### src/rtl/fb_fetch_arbiter_pkg.sv
// Shared types, default video timing and helpers for the frame-buffer fetch arbiter.
package fb_pkg;

    typedef enum logic [1:0] {
        IDLE,
        FETCH,
        WRITE
    } fb_arb_state_t;

    localparam int DEF_H_ACTIVE     = 1280;
    localparam int DEF_H_TOTAL      = 1650;
    localparam int DEF_V_ACTIVE     = 720;
    localparam int DEF_V_TOTAL      = 750;
    localparam int DEF_PIX_PER_WORD = 4;
    localparam int DEF_ADDR_W       = 18;
    localparam int DEF_DATA_W       = 32;
    localparam int LB_ADDR_W        = 9;

    function automatic int line_words(input int h_active, input int pix_per_word);
        return h_active / pix_per_word;
    endfunction

endpackage

### src/rtl/fb_fetch_arbiter_if.sv
// Writer handshake, frame-memory port and line-buffer write port of fb_fetch_arbiter.
interface fb_fetch_arbiter_if #(
    parameter int ADDR_W = 18,
    parameter int DATA_W = 32
);
    import fb_pkg::*;

    logic                 wr_req;
    logic [ADDR_W-1:0]    wr_addr;
    logic [DATA_W-1:0]    wr_data;
    logic                 wr_gnt;
    logic                 mem_en;
    logic                 mem_we;
    logic [ADDR_W-1:0]    mem_addr;
    logic [DATA_W-1:0]    mem_wdata;
    logic [DATA_W-1:0]    mem_rdata;
    logic                 lb_we;
    logic                 lb_bank;
    logic [LB_ADDR_W-1:0] lb_addr;
    logic [DATA_W-1:0]    lb_wdata;

    modport master (
        input  wr_req, wr_addr, wr_data, mem_rdata,
        output wr_gnt, mem_en, mem_we, mem_addr, mem_wdata,
        output lb_we, lb_bank, lb_addr, lb_wdata
    );

    modport slave (
        output wr_req, wr_addr, wr_data, mem_rdata,
        input  wr_gnt, mem_en, mem_we, mem_addr, mem_wdata,
        input  lb_we, lb_bank, lb_addr, lb_wdata
    );

endinterface

### src/rtl/fb_line_addr_gen.sv
// Running line base, word index and ping-pong bank select for the display line prefetch.
module fb_line_addr_gen
    import fb_pkg::*;
#(
    parameter int ADDR_W     = DEF_ADDR_W,
    parameter int LINE_WORDS = DEF_H_ACTIVE / DEF_PIX_PER_WORD
) (
    input  logic                 rfr_clk,
    input  logic                 reset_p,
    input  logic                 start,
    input  logic                 first_line,
    input  logic                 line_lsb,
    input  logic                 advance,
    output logic [ADDR_W-1:0]    rd_addr,
    output logic [LB_ADDR_W-1:0] word_idx,
    output logic                 last_word,
    output logic                 lb_bank
);

    logic [ADDR_W-1:0] line_base;

    // The base tracks lines in fetch order, so it restarts at line 0 instead of multiplying.
    always_ff @(posedge rfr_clk) begin
        if (reset_p) begin
            line_base <= '0;
            word_idx  <= '0;
            lb_bank   <= 1'b0;
        end else begin
            if (start) begin
                line_base <= first_line ? '0 : line_base + ADDR_W'(LINE_WORDS);
                lb_bank   <= line_lsb;
            end
            if (advance) begin
                word_idx <= last_word ? '0 : word_idx + LB_ADDR_W'(1);
            end
        end
    end

    assign last_word = (word_idx == LB_ADDR_W'(LINE_WORDS - 1));
    assign rd_addr   = line_base + ADDR_W'(word_idx);

endmodule

### src/rtl/fb_fetch_arbiter.sv
// Frame-memory scheduler: line prefetch preempts the pixel writer at word boundaries.
// Define FB_ARB_STATS_EN to build the saturating granted-writer-word counter.
module fb_fetch_arbiter
    import fb_pkg::*;
#(
    parameter int H_ACTIVE     = DEF_H_ACTIVE,
    parameter int H_TOTAL      = DEF_H_TOTAL,
    parameter int V_ACTIVE     = DEF_V_ACTIVE,
    parameter int V_TOTAL      = DEF_V_TOTAL,
    parameter int PIX_PER_WORD = DEF_PIX_PER_WORD,
    parameter int ADDR_W       = DEF_ADDR_W,
    parameter int DATA_W       = DEF_DATA_W
) (
    input  logic               rfr_clk,
    input  logic               reset_p,
    input  logic [11:0]        h_count,
    input  logic [11:0]        v_count,
    fb_fetch_arbiter_if.master bus,
    output logic               fetch_busy,
    output logic               underrun,
    output logic [31:0]        stat_wr_words
);

    localparam int LINE_WORDS = line_words(H_ACTIVE, PIX_PER_WORD);

    fb_arb_state_t        state;
    fb_arb_state_t        state_next;
    logic                 fetch_pend;
    logic                 gnt;
    logic                 trig;
    logic                 start;
    logic                 last_word;
    logic [11:0]          next_line;
    logic [ADDR_W-1:0]    rd_addr;
    logic [LB_ADDR_W-1:0] word_idx;

    assign next_line  = (v_count == 12'(V_TOTAL - 1)) ? 12'd0 : v_count + 12'd1;
    assign trig       = (h_count == 12'd0) && (next_line < 12'(V_ACTIVE));
    assign start      = trig && !fetch_pend;
    assign fetch_busy = fetch_pend;

    fb_line_addr_gen #(
        .ADDR_W     (ADDR_W),
        .LINE_WORDS (LINE_WORDS)
    ) u_addr_gen (
        .rfr_clk    (rfr_clk),
        .reset_p    (reset_p),
        .start      (start),
        .first_line (next_line == 12'd0),
        .line_lsb   (next_line[0]),
        .advance    (state == FETCH),
        .rd_addr    (rd_addr),
        .word_idx   (word_idx),
        .last_word  (last_word),
        .lb_bank    (bus.lb_bank)
    );

    always_ff @(posedge rfr_clk) begin
        if (reset_p) begin
            state <= IDLE;
        end else begin
            state <= state_next;
        end
    end

    always_comb begin
        state_next = state;
        unique case (state)
            IDLE: begin
                if (fetch_pend) begin
                    state_next = FETCH;
                end else if (bus.wr_req) begin
                    state_next = WRITE;
                end
            end
            WRITE: begin
                if (fetch_pend) begin
                    state_next = FETCH;
                end else if (!bus.wr_req) begin
                    state_next = IDLE;
                end
            end
            FETCH: begin
                if (last_word) begin
                    state_next = IDLE;
                end
            end
            default: state_next = IDLE;
        endcase
    end

    // A pending fetch masks the grant immediately, so the writer loses the port on a word boundary.
    always_comb begin
        gnt           = (state == WRITE) && bus.wr_req && !fetch_pend;
        bus.wr_gnt    = gnt;
        bus.mem_en    = gnt || (state == FETCH);
        bus.mem_we    = gnt;
        bus.mem_addr  = ADDR_W'(0);
        bus.mem_wdata = DATA_W'(0);
        if (gnt) begin
            bus.mem_addr  = bus.wr_addr;
            bus.mem_wdata = bus.wr_data;
        end else if (state == FETCH) begin
            bus.mem_addr = rd_addr;
        end
        bus.lb_wdata = bus.lb_we ? bus.mem_rdata : DATA_W'(0);
    end

    // Read data returns one cycle after the read, so the line-buffer strobe and index trail by one.
    always_ff @(posedge rfr_clk) begin
        if (reset_p) begin
            fetch_pend  <= 1'b0;
            underrun    <= 1'b0;
            bus.lb_we   <= 1'b0;
            bus.lb_addr <= '0;
        end else begin
            if (start) begin
                fetch_pend <= 1'b1;
            end else if ((state == FETCH) && last_word) begin
                fetch_pend <= 1'b0;
            end
            if (fetch_pend && (trig || (h_count == 12'(H_TOTAL - 1)))) begin
                underrun <= 1'b1;
            end
            bus.lb_we   <= (state == FETCH);
            bus.lb_addr <= word_idx;
        end
    end

`ifdef FB_ARB_STATS_EN
    logic [31:0] stat_count;

    always_ff @(posedge rfr_clk) begin
        if (reset_p) begin
            stat_count <= '0;
        end else if (gnt && (stat_count != 32'hFFFF_FFFF)) begin
            stat_count <= stat_count + 32'd1;
        end
    end

    assign stat_wr_words = stat_count;
`else
    assign stat_wr_words = 32'd0;
`endif

endmodule

### src/flat_wrapper.sv
// flat-port wrapper written by rule: the top's interface ports become plain ports
module fb_fetch_arbiter_flat import fb_pkg::*;
#(
    parameter int H_ACTIVE     = DEF_H_ACTIVE,
    parameter int H_TOTAL      = DEF_H_TOTAL,
    parameter int V_ACTIVE     = DEF_V_ACTIVE,
    parameter int V_TOTAL      = DEF_V_TOTAL,
    parameter int PIX_PER_WORD = DEF_PIX_PER_WORD,
    parameter int ADDR_W       = DEF_ADDR_W,
    parameter int DATA_W       = DEF_DATA_W
)
  (rfr_clk, reset_p, h_count, v_count, fetch_busy, underrun, stat_wr_words, bus_wr_req, bus_wr_addr, bus_wr_data, bus_mem_rdata, bus_wr_gnt, bus_mem_en, bus_mem_we, bus_mem_addr, bus_mem_wdata, bus_lb_we, bus_lb_bank, bus_lb_addr, bus_lb_wdata);
  fb_fetch_arbiter_if #(.ADDR_W(ADDR_W), .DATA_W(DATA_W)) bus_i ();
  input  logic rfr_clk;
  input  logic reset_p;
  input  logic [11:0] h_count;
  input  logic [11:0] v_count;
  output logic fetch_busy;
  output logic underrun;
  output logic [31:0] stat_wr_words;
  input wire logic [$bits(bus_i.wr_req)-1:0] bus_wr_req;
  input wire logic [$bits(bus_i.wr_addr)-1:0] bus_wr_addr;
  input wire logic [$bits(bus_i.wr_data)-1:0] bus_wr_data;
  input wire logic [$bits(bus_i.mem_rdata)-1:0] bus_mem_rdata;
  output wire logic [$bits(bus_i.wr_gnt)-1:0] bus_wr_gnt;
  output wire logic [$bits(bus_i.mem_en)-1:0] bus_mem_en;
  output wire logic [$bits(bus_i.mem_we)-1:0] bus_mem_we;
  output wire logic [$bits(bus_i.mem_addr)-1:0] bus_mem_addr;
  output wire logic [$bits(bus_i.mem_wdata)-1:0] bus_mem_wdata;
  output wire logic [$bits(bus_i.lb_we)-1:0] bus_lb_we;
  output wire logic [$bits(bus_i.lb_bank)-1:0] bus_lb_bank;
  output wire logic [$bits(bus_i.lb_addr)-1:0] bus_lb_addr;
  output wire logic [$bits(bus_i.lb_wdata)-1:0] bus_lb_wdata;
  assign bus_i.wr_req = bus_wr_req;
  assign bus_i.wr_addr = bus_wr_addr;
  assign bus_i.wr_data = bus_wr_data;
  assign bus_i.mem_rdata = bus_mem_rdata;
  assign bus_wr_gnt = bus_i.wr_gnt;
  assign bus_mem_en = bus_i.mem_en;
  assign bus_mem_we = bus_i.mem_we;
  assign bus_mem_addr = bus_i.mem_addr;
  assign bus_mem_wdata = bus_i.mem_wdata;
  assign bus_lb_we = bus_i.lb_we;
  assign bus_lb_bank = bus_i.lb_bank;
  assign bus_lb_addr = bus_i.lb_addr;
  assign bus_lb_wdata = bus_i.lb_wdata;
  fb_fetch_arbiter #(.H_ACTIVE(H_ACTIVE), .H_TOTAL(H_TOTAL), .V_ACTIVE(V_ACTIVE), .V_TOTAL(V_TOTAL), .PIX_PER_WORD(PIX_PER_WORD), .ADDR_W(ADDR_W), .DATA_W(DATA_W)) u_core (.rfr_clk(rfr_clk), .reset_p(reset_p), .h_count(h_count), .v_count(v_count), .bus(bus_i), .fetch_busy(fetch_busy), .underrun(underrun), .stat_wr_words(stat_wr_words));
endmodule
### config.mk
export PLATFORM = sky130hd
export DESIGN_NAME = fb_fetch_arbiter_flat
export DESIGN_NICKNAME = d
export VERILOG_FILES = /design/src/rtl/fb_fetch_arbiter_pkg.sv /design/src/rtl/fb_fetch_arbiter_if.sv /design/src/rtl/fb_line_addr_gen.sv /design/src/rtl/fb_fetch_arbiter.sv /design/src/flat_wrapper.sv
export SDC_FILE = /design/constraint.sdc
export NUM_CORES = 1
export LEC_CHECK = 0
export ABC_AREA = 1
export BUFFER_PORTS_ARGS = -buffer_cell sky130_fd_sc_hd__buf_2
export CORE_UTILIZATION = 30
export CTS_CLUSTER_SIZE = 20
export DETAILED_ROUTE_END_ITERATION = 12
export SYNTH_ARGS = -nofsm -noshare
export SYNTH_HDL_FRONTEND = slang
export SYNTH_SLANG_ARGS = --single-unit
### constraint.sdc
create_clock -name rfr_clk -period 2.58 [get_ports rfr_clk]
set_clock_uncertainty 0.05 [all_clocks]
set_input_delay 0.516 -clock rfr_clk [delete_from_list [all_inputs] [get_ports rfr_clk]]
set_output_delay 0.516 -clock rfr_clk [all_outputs]
set_load 0.02 [all_outputs]
* Word level (Yosys, flattened, before mapping)
Cells that the tools add are included.
** Word-level totals
- Memory bits (read-only) :: 0
- Memories kept :: 0
- Input bits :: 109
- Bits in writable memories :: 0
- Word-level logic and storage cells :: 50
- Register bits :: 42
- Bits in latches :: 0
** Operators by class
- Mux-type cells :: 15
- Multipliers :: 0
- Magnitude comparators :: 1
- Shift-type cells :: 0
- Equality and inequality tests :: 8
- Bitwise logic cells :: 0
- $add $sub $neg :: 4
- Divide/modulo/power cells :: 0
- Reduce and logical (&&, ||, !) cells :: 14
** Operators with widths (number)
- $mux 32 :: 2
- $mux 18 :: 3
- $logic_not 12->1 :: 2
- $add 18x9->18 :: 1
- $add 18x9->18 const B :: 1
- $add 12x1->12 const B :: 1
- $eq 12x10->1 const B :: 1
- $eq 12x11->1 const B :: 1
- $lt 12x10->1 const B :: 1
- $mux 12 :: 1
- $mux 2 :: 5
- $add 9x1->9 const B :: 1
- $eq 9x9->1 const B :: 1
- $mux 9 :: 1
- $logic_and 1x1->1 :: 6
- $ne 3x2->1 const B :: 2
- $pmux 2 s3 :: 1
- $reduce_and 3->1 :: 1
- $eq 2x1->1 const B :: 1
- $eq 2x2->1 const B :: 1
- $logic_not 2->1 :: 1
- $logic_or 1x1->1 :: 2
- $mux 1 :: 2
- $ne 2x1->1 const B :: 1
- other kinds (2) :: 2

* Depth between registers and ports, before layout
- Depth after elaboration :: 6
- Depth in mapped cells :: 15
- Gate-level depth less buffers :: 14

* Cells and area by module
From an unflattened synthesis, not the netlist that was laid out.
** Second synthesis, totals
- Cells, all modules :: 569
- Area, all modules :: 3313.2 sq um
** Modules (own cells, without submodules)
- fb_fetch_arbiter :: sequential area each 280.3 sq um, cells an instance 346, area each 1869.3 sq um, times used 1
- fb_line_addr_gen :: sequential area each 440.4 sq um, cells an instance 223, area each 1443.9 sq um, times used 1

* Worst setup path after synthesis
No wires, ideal clock.
- Path kind :: flip-flop to output port
- Start point :: reg u_core.u_addr_gen.word_idx[7]
- End point :: out bus_mem_addr[16]
- Data arrival time :: 1.780 ns
- Path slack :: 0.234 ns
- Cell stages (with the launch flop) :: 12
- Data required time :: 2.014 ns
- Path through :: dfxtp_1 ha_1 nand2_1 nand2_1 nand2_1 nand2_1 nand2_1 nor2_1 nand2_1 nand2_1 nand2_1 o21ai_0
** Between the ends
- Cells in the longest elaborated chain, start to end :: 3
** Ends and longest elaborated chain
- from (decl) :: RTL line fb_line_addr_gen.sv:15 : output logic [LB_ADDR_W-1:0] word_idx,
- from (signal assigned) :: RTL line fb_line_addr_gen.sv:34 : word_idx <= last_word ? '0 : word_idx + LB_ADDR_W'(1);
- $add 18x9->18 :: RTL line fb_line_addr_gen.sv:40 : assign rd_addr = line_base + ADDR_W'(word_idx);
- $mux 18 :: RTL line fb_fetch_arbiter.sv:103 : end else if (state == FETCH) begin
- $mux 18 :: RTL line fb_fetch_arbiter.sv:100 : if (gnt) begin
- to (decl) :: RTL line flat_wrapper.sv:28 : output wire logic [$bits(bus_i.mem_addr)-1:0] bus_mem_addr;
No other way between the ends.

* Final worst setup path
- Start point :: reg u_core.u_addr_gen.line_base[7]
- End point :: out bus_mem_addr[17]
** Between the ends
- Cells in the longest elaborated chain, start to end :: 3
** Ends and longest elaborated chain
- from (decl) :: RTL line fb_line_addr_gen.sv:20 : logic [ADDR_W-1:0] line_base;
- from (signal assigned) :: RTL line fb_line_addr_gen.sv:30 : line_base <= first_line ? '0 : line_base + ADDR_W'(LINE_WORDS);
- $add 18x9->18 :: RTL line fb_line_addr_gen.sv:40
- $mux 18 :: RTL line fb_fetch_arbiter.sv:103
- $mux 18 :: RTL line fb_fetch_arbiter.sv:100
No other way between the ends.

==> results.txt <==
----------------------------------------------------
[Placed design]
  Total placed instance area ... about 0.0043 mm^2
  Routability congestion estimate from global placement ... 0.7870
  Number of port buffers ... 206
  DPL Wire Length ... roughly 8000 um
  Post-placement setup slack ... 83.21 ps

[Critical path]
  Crit path capture type ... output pin
  Worst Setup Path Type ... flop to output pin
  Launch point of the critical path ... u_core.u_addr_gen.line_base[7]
  Critical-path cell with the highest stage delay ... sky130_fd_sc_hd__dfxtp_2
  Worst Reg-to-Reg Cells ... 10
  Critical Path RT ... 2010 ps
  Cell repeated most along the worst path ... sky130_fd_sc_hd__nand2_4
  Reg-to-reg critical path startpoint ... u_core.u_addr_gen.line_base[6]
  Critical-path cell list ... ha_4 > nand2_4 > nand2_4 > nand2_4 > nand2_2 > nand2_4 > nor2_4 > nand2_2 > nor2_4 > a21oi_1 > o21ai_1 > nand2_1 > buf_6
  Worst Path Arrival ... 1900 ps
  CP Max Fanout ... 4
  Delay of the slowest cell on the worst path ... 350 ps
  CP startpoint kind ... flop

[Worst hold path]
  WHS Path Cells ... 2
  Path class of the lowest-slack min-delay path ... flop to flop
  Hold_sp ... u_core.underrun

[Routing]
  Via density ... around 4.1
  Number of nets with antenna violations after routing ... 0
  DRC violation count after routing ... 0
  Iteration-0 DRC count of the detailed router ... 172
  Detailed-route wire length ... 10190 um
  Detailed-route via count ... 3831
  Average wire per standard cell ... 10.93 um
  TritonRoute pass-1 iters ... 4

[Global route]
  Overflow left after global routing ... 0
  GRT Total Usage ... 0.1731
  Antenna violations before repair ... 0
  Wire length of the first global-routing pass ... 15770 um
  Vias in the first global route ... 3336
  Maximum number of pins on one net before global-route repair ... 35

[Power]
  Internal ... 0.0009564 W
  Switching Power ... roughly 0.00042 W
  Switching share of power ... 0.3051
  Clock group share of total power ... 0.378
  Worst vdd ir ... 0.1885 mV
  Total leakage power ... 2.997 nW
  Power Dens Cells ... 301.6 mW/mm^2
  Power, Total ... approximately 0.0014 W
  Portion of total power attributed to sequential cells ... 0.405
  Share of power burned in combinational logic ... 0.217

[Clock network]
  Clock input transition at the sequential cells of the worst setup and hold paths ... 80 ps
  Number of H-tree branching levels ... 2
  Clock insertion delay at the later pin of the skew report ... 290 ps
  Clock root buffer ... sky130_fd_sc_hd__clkbuf_8
  Clock Sinks ... 36
  CTS Buf Count ... 5
  Clock tree from TritonCTS ... yes
  Post-CTS Hold Fix Bufs ... 0
  Clock tree buffer depth ... 2

[STA]
  Headroom to the max-slew limit ... 0.5960
  Upper clock frequency limit ... 405.6 MHz
  Max-slew violation count ... 0
  Aggregate negative setup slack ... 0 ps
  Setup Viol. Count Final ... 0
  Period minus WS final ... about 2500 ps
  Share of the clock period used by the worst path after layout ... 0.9555
  Final hold viol count ... 0
  Slew at the pin closest to its max-slew limit ... between 500 and 600 ps
  Fin worst setup slack ... 114.8 ps

[Yosys]
  Flip-flop and latch count after synthesis ... 36
  Number of warnings reported in the yosys synthesis log ... 0
  Most used flip-flop cell after synthesis ... sky130_fd_sc_hd__dfxtp_1
  Most area-consuming cells after synthesis ... sky130_fd_sc_hd__dfxtp_1, sky130_fd_sc_hd__nand2_1, sky130_fd_sc_hd__inv_1
  Number of instances in the synthesized netlist ... 585
  Library cell occupying the most area in the post-synthesis netlist ... sky130_fd_sc_hd__dfxtp_1
  Fraction of registers with async set or reset after synthesis ... 0
  Cell area after technology mapping ... 0.003261 mm^2
  Number of enable-type register cells in the synthesized netlist ... 0
  Synth Area per Inst ... approximately 5.6 um^2
  Area fraction of the dominant cell type after synthesis ... 0.2210
  Sequential fraction of the synthesis area ... 0.2210
  Distinct cell type count of the synthesized netlist ... 33

[Finish]
  Antenna fix cells ... 0
  Share of the core filled with cells ... 0.4381
  Net count, final ... approximately 910
  Ratio of cells with drive above 1 in the final layout ... 0.3191
  Synth-to-layout area growth ... 39.95%
  Post-Layout Inst Area ... 0.004563 mm^2

[Run]
  Number of max-cap violations ... 0

[Die]
  Die height ... roughly 110 um
  Die ar. ... 0.01129 mm^2
  Initial Utilization ... 0.3130
  Std cell rows ... 37
  Floorplan Core Area ... between 0.01 and 0.015 mm^2
  Top-level I/O count ... approximately 240
  DIE WIDTH ... 106.3 um

[Run status]
  Outcome ... complete, no violations

----------------------------------------------------
-- cell usage in the layout, fill, tap and decap left out, types with 2 or more instances in the layout --
| master | count |
|---|---|
| sky130_fd_sc_hd__buf_2 | 205 |
| sky130_fd_sc_hd__nand2_1 | 141 |
| sky130_fd_sc_hd__inv_1 | 132 |
| sky130_fd_sc_hd__nor2_1 | 100 |
| sky130_fd_sc_hd__dfxtp_1 | 33 |
| sky130_fd_sc_hd__conb_1 | 32 |
| sky130_fd_sc_hd__nand3_1 | 30 |
| sky130_fd_sc_hd__o21ai_0 | 17 |
| sky130_fd_sc_hd__xor2_1 | 15 |
| sky130_fd_sc_hd__buf_4 | 14 |
| sky130_fd_sc_hd__a21oi_1 | 12 |
| sky130_fd_sc_hd__nand2_2 | 5 |
| sky130_fd_sc_hd__ha_1 | 5 |
| sky130_fd_sc_hd__clkbuf_8 | 5 |
| sky130_fd_sc_hd__nand4_1 | 4 |
| sky130_fd_sc_hd__nand2_4 | 4 |
| sky130_fd_sc_hd__a32o_1 | 4 |
| sky130_fd_sc_hd__nor3_1 | 4 |
| sky130_fd_sc_hd__nor2_4 | 3 |
| sky130_fd_sc_hd__nor4_1 | 3 |
| sky130_fd_sc_hd__dfxtp_2 | 3 |
| sky130_fd_sc_hd__nand3_2 | 2 |
| sky130_fd_sc_hd__o21bai_1 | 2 |
| sky130_fd_sc_hd__nor2_2 | 2 |
| sky130_fd_sc_hd__inv_2 | 2 |
-- worst max-delay path, delay by kind of cell, from the launching register on --
kind	cells	cell delay [ps]
AO/OA/AOI/OAI	2	150
adder cells (fa/ha/maj)	1	280
buffers and inverters	1	130
flip-flops	1	350
AND/OR/NAND/NOR	9	700
-- cell usage after synthesis (2+ instances only) --
master / n
sky130_fd_sc_hd__a21oi_1: 12
sky130_fd_sc_hd__a32o_1: 4
sky130_fd_sc_hd__buf_1: 2
sky130_fd_sc_hd__buf_4: 34
sky130_fd_sc_hd__clkbuf_1: 11
sky130_fd_sc_hd__dfxtp_1: 36
sky130_fd_sc_hd__ha_1: 7
sky130_fd_sc_hd__inv_1: 132
sky130_fd_sc_hd__inv_2: 2
sky130_fd_sc_hd__nand2_1: 147
sky130_fd_sc_hd__nand2_2: 3
sky130_fd_sc_hd__nand3_1: 30
sky130_fd_sc_hd__nand3_2: 2
sky130_fd_sc_hd__nand4_1: 4
sky130_fd_sc_hd__nor2_1: 102
sky130_fd_sc_hd__nor2_2: 2
sky130_fd_sc_hd__nor3_1: 5
sky130_fd_sc_hd__nor4_1: 3
sky130_fd_sc_hd__o21ai_0: 18
sky130_fd_sc_hd__o21bai_1: 2
sky130_fd_sc_hd__xor2_1: 15
-- cell families after synthesis --
family,synth area share
other,0.001150
buffers and inverters,0.2521
and+or+nand+nor,0.3807
xor gates and xnor gates,0.04298
DFF,0.2210
adders and majority gates,0.02686
AOI/OAI and AO/OA,0.07522
-- power by group through the flow --
stage	combinational (W)	sequential (W)	clock [W]
2_1_floorplan	0.000200	0.000570	0
3_3_place_gp	0.000299	0.000570	0
3_5_place_dp	0.000298	0.000570	0
4_1_cts	0.000300	0.000557	0.000531
5_1_grt	0.000330	0.000557	0.000556
6_report	0.000299	0.000557	0.000520
-- layer usage --
layer,routed length [um],vias up,GRT usage
met3,654,5,0.03433
met2,5037,113,0.3182
met5,0,-,0
met4,42,0,0.02679
li1,-,2081,-
met1,4451,1632,0.2093
-- metrics by stage --
step	instances	hold WS [ps]
after floorplan	616	398.5
after global placement	917	387.9
final	932	408.1
after global routing	932	434.5
after detailed placement	917	395.8
after CTS	928	408.9
-- registers in the layout (all words and copies together), names as in the netlist --
register / cells
u_core.state: 2
u_core.bus.lb_we: 1
u_core.u_addr_gen.lb_bank: 1
u_core.u_addr_gen.word_idx: 9
u_core.underrun: 1
u_core.fetch_busy: 1
u_core.bus.lb_addr: 9
u_core.u_addr_gen.line_base: 12
-- cell type report --
class	count	area [um^2]
sequential	36	724.4
tap	136	170.2
multi-input combinational	397	1904
fill	1157	5853
inverter	135	506.7
clock inverter	3	46.29
clock buffer	5	68.82
timing repair buffer	220	1142
-- repair_timing --
item / 4_1_cts / 5_1_grt
setup endpoints to repair: 4 / 7
pin swaps: 4 / 7
resized for setup: 16 / 7
cloned: 0 / 0
buffers inserted: 3 / 4
-- worst paths after layout --
check | slack [ps] | end
max | 110 | bus_mem_addr[17]
min | 410 | u_core.underrun
max reg2reg | 720 | u_core.u_addr_gen.line_base[15]
min reg2reg | 410 | u_core.underrun
Power figures use the tool's default switching activity.
